--- src/rtl/jb_redirect_ctrl_if.sv ---
// jb_redirect_ctrl_if: EX/IF-facing signal bundle for jb_redirect_ctrl
interface jb_redirect_ctrl_if;
  logic        ex_valid;
  logic [4:0]  ex_opcode;
  logic        ex_br_taken;
  logic [31:0] jb_target;
  logic        if_ready;
  logic        redirect_valid;
  logic [31:0] redirect_pc;
  logic        flush_if;
  logic        flush_id;
  logic        misalign_trap;
  logic [31:0] cnt_branch;
  logic [31:0] cnt_taken;
  logic [31:0] cnt_jump;
  modport master (
    output ex_valid, ex_opcode, ex_br_taken, jb_target, if_ready,
    input  redirect_valid, redirect_pc, flush_if, flush_id, misalign_trap, cnt_branch, cnt_taken, cnt_jump
  );
  modport slave (
    input  ex_valid, ex_opcode, ex_br_taken, jb_target, if_ready,
    output redirect_valid, redirect_pc, flush_if, flush_id, misalign_trap, cnt_branch, cnt_taken, cnt_jump
  );
endinterface

--- src/rtl/jb_redirect_ctrl.sv ---
// jb_redirect_ctrl: sequences EX jump/branch redirects to fetch; define JB_PERF_CNT_EN for perf counters
module jb_redirect_ctrl #(
  parameter logic [31:0] TRAP_VEC = 32'h0000_0100
) (
  input logic clk,
  input logic rst_n,
  jb_redirect_ctrl_if.slave bus
);
  localparam logic [4:0] OP_BR = 5'b11000, OP_JAL = 5'b11011, OP_JALR = 5'b11001;
  typedef enum logic [1:0] {IDLE, ISSUE, WAIT} state_t;
  state_t state;
  logic [31:0] tgt_q;
  logic rv_q, mis_q, idle, br, jmp, take;
  always_comb begin
    idle = state == IDLE;
    br   = idle & bus.ex_valid & (bus.ex_opcode == OP_BR);
    jmp  = idle & bus.ex_valid & (bus.ex_opcode == OP_JAL | bus.ex_opcode == OP_JALR);
    take = jmp | br & bus.ex_br_taken;
  end
  always_ff @(posedge clk or negedge rst_n)
    if (!rst_n) begin
      state <= IDLE;
      tgt_q <= '0;
      rv_q  <= 1'b0;
      mis_q <= 1'b0;
    end else
      case (state)
        IDLE: if (take) begin
          state <= ISSUE;
          tgt_q <= bus.jb_target[1] ? TRAP_VEC : bus.jb_target;
          rv_q  <= 1'b1;
          mis_q <= bus.jb_target[1];
        end
        ISSUE: begin
          state <= bus.if_ready ? IDLE : WAIT;
          rv_q  <= !bus.if_ready;
          mis_q <= 1'b0;
        end
        WAIT: if (bus.if_ready) begin
          state <= IDLE;
          rv_q  <= 1'b0;
        end
        default: state <= IDLE;
      endcase
  assign bus.redirect_valid = rv_q;
  assign bus.redirect_pc    = tgt_q;
  assign bus.misalign_trap  = mis_q;
  assign bus.flush_if       = take | rv_q;
  assign bus.flush_id       = take | rv_q;
`ifdef JB_PERF_CNT_EN
  logic [31:0] cb_q, ct_q, cj_q;
  always_ff @(posedge clk or negedge rst_n)
    if (!rst_n) begin
      cb_q <= '0;
      ct_q <= '0;
      cj_q <= '0;
    end else begin
      cb_q <= cb_q + {31'd0, br};
      ct_q <= ct_q + {31'd0, br & bus.ex_br_taken};
      cj_q <= cj_q + {31'd0, jmp};
    end
  assign bus.cnt_branch = cb_q;
  assign bus.cnt_taken  = ct_q;
  assign bus.cnt_jump   = cj_q;
`else
  assign bus.cnt_branch = '0;
  assign bus.cnt_taken  = '0;
  assign bus.cnt_jump   = '0;
`endif
endmodule

--- src/flat_wrapper.sv ---
// flat-port wrapper written by rule: the top's interface ports become plain ports
module jb_redirect_ctrl_flat 
#(
  parameter logic [31:0] TRAP_VEC = 32'h0000_0100
)
  (clk, rst_n, bus_ex_valid, bus_ex_opcode, bus_ex_br_taken, bus_jb_target, bus_if_ready, bus_redirect_valid, bus_redirect_pc, bus_flush_if, bus_flush_id, bus_misalign_trap, bus_cnt_branch, bus_cnt_taken, bus_cnt_jump);
  jb_redirect_ctrl_if bus_i ();
  input logic clk;
  input logic rst_n;
  input wire logic [$bits(bus_i.ex_valid)-1:0] bus_ex_valid;
  input wire logic [$bits(bus_i.ex_opcode)-1:0] bus_ex_opcode;
  input wire logic [$bits(bus_i.ex_br_taken)-1:0] bus_ex_br_taken;
  input wire logic [$bits(bus_i.jb_target)-1:0] bus_jb_target;
  input wire logic [$bits(bus_i.if_ready)-1:0] bus_if_ready;
  output wire logic [$bits(bus_i.redirect_valid)-1:0] bus_redirect_valid;
  output wire logic [$bits(bus_i.redirect_pc)-1:0] bus_redirect_pc;
  output wire logic [$bits(bus_i.flush_if)-1:0] bus_flush_if;
  output wire logic [$bits(bus_i.flush_id)-1:0] bus_flush_id;
  output wire logic [$bits(bus_i.misalign_trap)-1:0] bus_misalign_trap;
  output wire logic [$bits(bus_i.cnt_branch)-1:0] bus_cnt_branch;
  output wire logic [$bits(bus_i.cnt_taken)-1:0] bus_cnt_taken;
  output wire logic [$bits(bus_i.cnt_jump)-1:0] bus_cnt_jump;
  assign bus_i.ex_valid = bus_ex_valid;
  assign bus_i.ex_opcode = bus_ex_opcode;
  assign bus_i.ex_br_taken = bus_ex_br_taken;
  assign bus_i.jb_target = bus_jb_target;
  assign bus_i.if_ready = bus_if_ready;
  assign bus_redirect_valid = bus_i.redirect_valid;
  assign bus_redirect_pc = bus_i.redirect_pc;
  assign bus_flush_if = bus_i.flush_if;
  assign bus_flush_id = bus_i.flush_id;
  assign bus_misalign_trap = bus_i.misalign_trap;
  assign bus_cnt_branch = bus_i.cnt_branch;
  assign bus_cnt_taken = bus_i.cnt_taken;
  assign bus_cnt_jump = bus_i.cnt_jump;
  jb_redirect_ctrl #(.TRAP_VEC(TRAP_VEC)) u_core (.clk(clk), .rst_n(rst_n), .bus(bus_i));
endmodule
--- config.mk ---
export PLATFORM = sky130hd
export DESIGN_NAME = jb_redirect_ctrl_flat
export DESIGN_NICKNAME = d
export VERILOG_FILES = /design/src/rtl/jb_redirect_ctrl_if.sv /design/src/rtl/jb_redirect_ctrl.sv /design/src/flat_wrapper.sv
export SDC_FILE = /design/constraint.sdc
export NUM_CORES = 1
export LEC_CHECK = 0
export BUFFER_PORTS_ARGS = -buffer_cell sky130_fd_sc_hd__buf_2
export CORE_UTILIZATION = 41
export DETAILED_ROUTE_END_ITERATION = 16
export HOLD_SLACK_MARGIN = 0.1
export PLACE_DENSITY = 0.92
export SYNTH_ARGS = -nofsm -noshare
export SYNTH_HDL_FRONTEND = slang
export SYNTH_SLANG_ARGS = --single-unit
--- constraint.sdc ---
create_clock -name clk -period 1.83 [get_ports clk]
set_input_delay 0.2745 -clock clk [delete_from_list [all_inputs] [get_ports clk]]
set_output_delay 0.2745 -clock clk [all_outputs]
set_load 0.02 [all_outputs]
==> impl_metrics.tcl <==
set metrics [dict create \
    status "finished clean" \
    min-delay-start "bus_if_ready" \
    synth_compound_area_share_pct 2.21 \
    leakage_uw 0.00146 \
    peakVddDrop_mv 0.819 \
    finalClockSkew_ps 7.20 \
    cp.arrival_ps 1470 \
    dieHeight_um 78.2 \
    synth_edf_count 0 \
    tns_ps 0 \
    period_share_pct 95.6 \
    critPathMaxStageDelay_ps 460 \
    yosysSeqAreaShare_pct 36.8 \
    stdcell_count 368 \
    clockBufferDepth 2 \
    min_path_type "in2reg" \
    syn_area_um2 2380 \
    synth_area_leader_cell "dfrtp_1" \
    setup_viol 0 \
    grt_pass1_vias 1207 \
    dr.pass1.iters 3 \
    synth_top_family_by_area "buffers and inverters" \
    via_count 1415 \
    path_cells "a2111oi_4 -> or2_2 -> buf_2" \
    p_per_area_nw_per_um2 1040 \
    rsz0062_at_grt "no" \
    cp_slowest_cell "dfrtp_1" \
    antenna_found_initial 0 \
    endpoint_kind "primary output" \
    core_area_um2 5540 \
    worstSetupStartpoint "u_core.state[0]" \
    max_freq_mhz 572 \
    synth_simple_gate_area_share_pct 10.5 \
    drtAntennaViolNets 0 \
    synth-xor-area-share_pct 0.368 \
    fin_nets 337 \
    overflow 0 \
    slew_viol_final 0 \
    synth.most_common_cell "buf_4" \
    avgSynthCellArea_um2 10.9 \
    muxShareOfSynthArea_pct 16.7 \
    wl_per_cell_um 10.0 \
    synthAdderAreaFrac_pct 0 \
    critPathRequiredTime_ps 1560 \
    n_fill_cell 514 \
    clock_latency_ps 290 \
    placementRows 27 \
    yosysWarnings 0 \
    rr_startpoint "u_core.state[0]" \
    final-hold-violation-count 0 \
    synthToLayoutAreaGrowth_pct 9.10 \
    numPortBuffers 76 \
    cts-htree-levels 2 \
    detailed_place_hpwl_mm 2.75 \
    yosys-top-cells-area "dfrtp_1 37%, buf_4 31%, mux2_2 9.9%" \
    die_w_um 78.2 \
    start_util_pct 43.0 \
    crit_fanout 5 \
    grt_usage_pct 12.0 \
    dp.cells 359 \
    viasPerCell 3.85 \
    synthCells 218 \
    ys.flop_type "dfrtp_1" \
    drt-total-wl_mm 3.69 \
    regArea_um2 876 \
    synth_cell_type_count 22 \
    cts_inserted_buffers 5 \
    synthArstFlopShare_pct 100 \
    worst_slew_pin_slew_ps 768 \
    pin_count 174 \
    slew_headroom_pct 48.8 \
    synth-seq-cells 35 \
    drive_above_1_share_pct 40.5 \
    clk_pin_slew_ps 80 \
    yosysTopAreaCellShare_pct 36.8 \
    setup.worst_path.start_class "flop" \
    synth_common_cells "98 x buf_4, 35 x dfrtp_1, 30 x nor2b_1, 21 x mux2_2, 10 x mux2_4" \
    antennaDiodeCount 0 \
    drt_iter0_drc 22 \
    drc 0 \
    place.gp.congestion 0.739 \
    post-route-min-period_ps 1750 \
    grt_pass1_wl_mm 5.69 \
    die_area_um2 6110 \
    multi_input_area_um2 1070 \
    maxCapViolations 0 \
    crit_type "reg2out" \
    cts_root_buf "clkbuf_8" \
    cts.sinks 35 \
    grt_max_degree 36 \
    cts_tree "yes" \
]
-- metrics by stage --
stage | hold slack, ps | cell area (µm²) | setup slack (ps) | utilization [%] | power [µW]
finish | 165 | 2600 | 80.6 | 46.9 | 2700
global route | 166 | 2600 | 4.36 | 46.9 | 2830
CTS | 155 | 2600 | 61.0 | 46.9 | 2730
detailed placement | 393 | 2450 | 78.5 | 44.2 | 1880
global placement | 390 | 2450 | 146 | 44.2 | 1860
floorplan | -21.1 | 2740 | 4.52 | - | 1780
-- worst max-delay path: cells and delay by family (launching register included) --
kind,cells,cell delay (ps)
buffers and inverters,1,150
AOI/OAI and AO/OA,1,380
DFF,1,460
and+or+nand+nor,1,190
-- state kept, by name (all words and copies together) (netlist names) --
register	cells
u_core.bus.misalign_trap	1
u_core.bus.redirect_pc	31
u_core.bus.redirect_valid	1
u_core.state	2
-- kinds of logic (layout without fill, tap and decap cells) --
kind of cell,after synthesis,in the layout
compound gates,5,5
buf+inv,107,89
other cells,1,97
mux,32,32
xor+xnor,1,1
flops,35,35
simple gates,37,37
-- path summary, 6_finish.rpt --
path / to / slack, ps / depth (start not counted)
min: u_core.state[1] / 160 / 2
max: bus_flush_id / 80 / 3
min reg2reg: u_core.bus.redirect_pc[22] / 510 / 1
max in group asynchronous: u_core.bus.redirect_pc[16] / 750 / 2
max reg2reg: u_core.bus.redirect_pc[3] / 210 / 3
min in group asynchronous: u_core.bus.redirect_pc[4] / 590 / 2
-- layout make-up --
| class | count | area share [%] |
|---|---|---|
| well taps | 72 | 3.47 |
| inverters | 3 | 0.434 |
| clock buffers | 5 | 2.65 |
| flip-flops and latches | 35 | 33.7 |
| clock inverters | 3 | 2.60 |
| repair buffers | 78 | 15.8 |
| multi-input cells | 172 | 41.3 |
-- layer usage --
layer	GRT usage [%]	wire, µm	vias up
met3	2.79	286	6
met4	5.56	61	0
met5	0	0	-
met1	14.5	1550	652
li1	-	-	649
met2	20.1	1790	108
-- where the power goes --
part	total [µW]	internal, µW	leakage [µW]	switching [µW]
clock	836	543	0.0000644	293
combinational	856	306	0.000940	550
sequential	1010	923	0.000454	88.8
-- placed cells by master (no fill, tap or decap), drive strengths merged --
| master | count |
|---|---|
| conb | 97 |
| buf | 77 |
| dfrtp | 35 |
| mux2 | 31 |
| nor2b | 30 |
| clkbuf | 5 |
| inv | 3 |
| nor2 | 2 |
| bufinv | 2 |
| nand2b | 1 |
| nand4b | 1 |
| a2111oi | 1 |
| or2 | 1 |
| nand2 | 1 |
| a21oi | 1 |
| nand3b | 1 |
| o21ai | 1 |
| o21bai | 1 |
| mux2i | 1 |
| a21boi | 1 |
| xnor2 | 1 |
| clkinvlp | 1 |
| dlygate4sd3 | 1 |
-- repair_timing --
item,CTS,global route
buffers inserted,0,0
gates resized for setup,0,0
hold buffers,1,0
endpoints found under the hold margin,35,0
(Power assumes the default switching activity.)
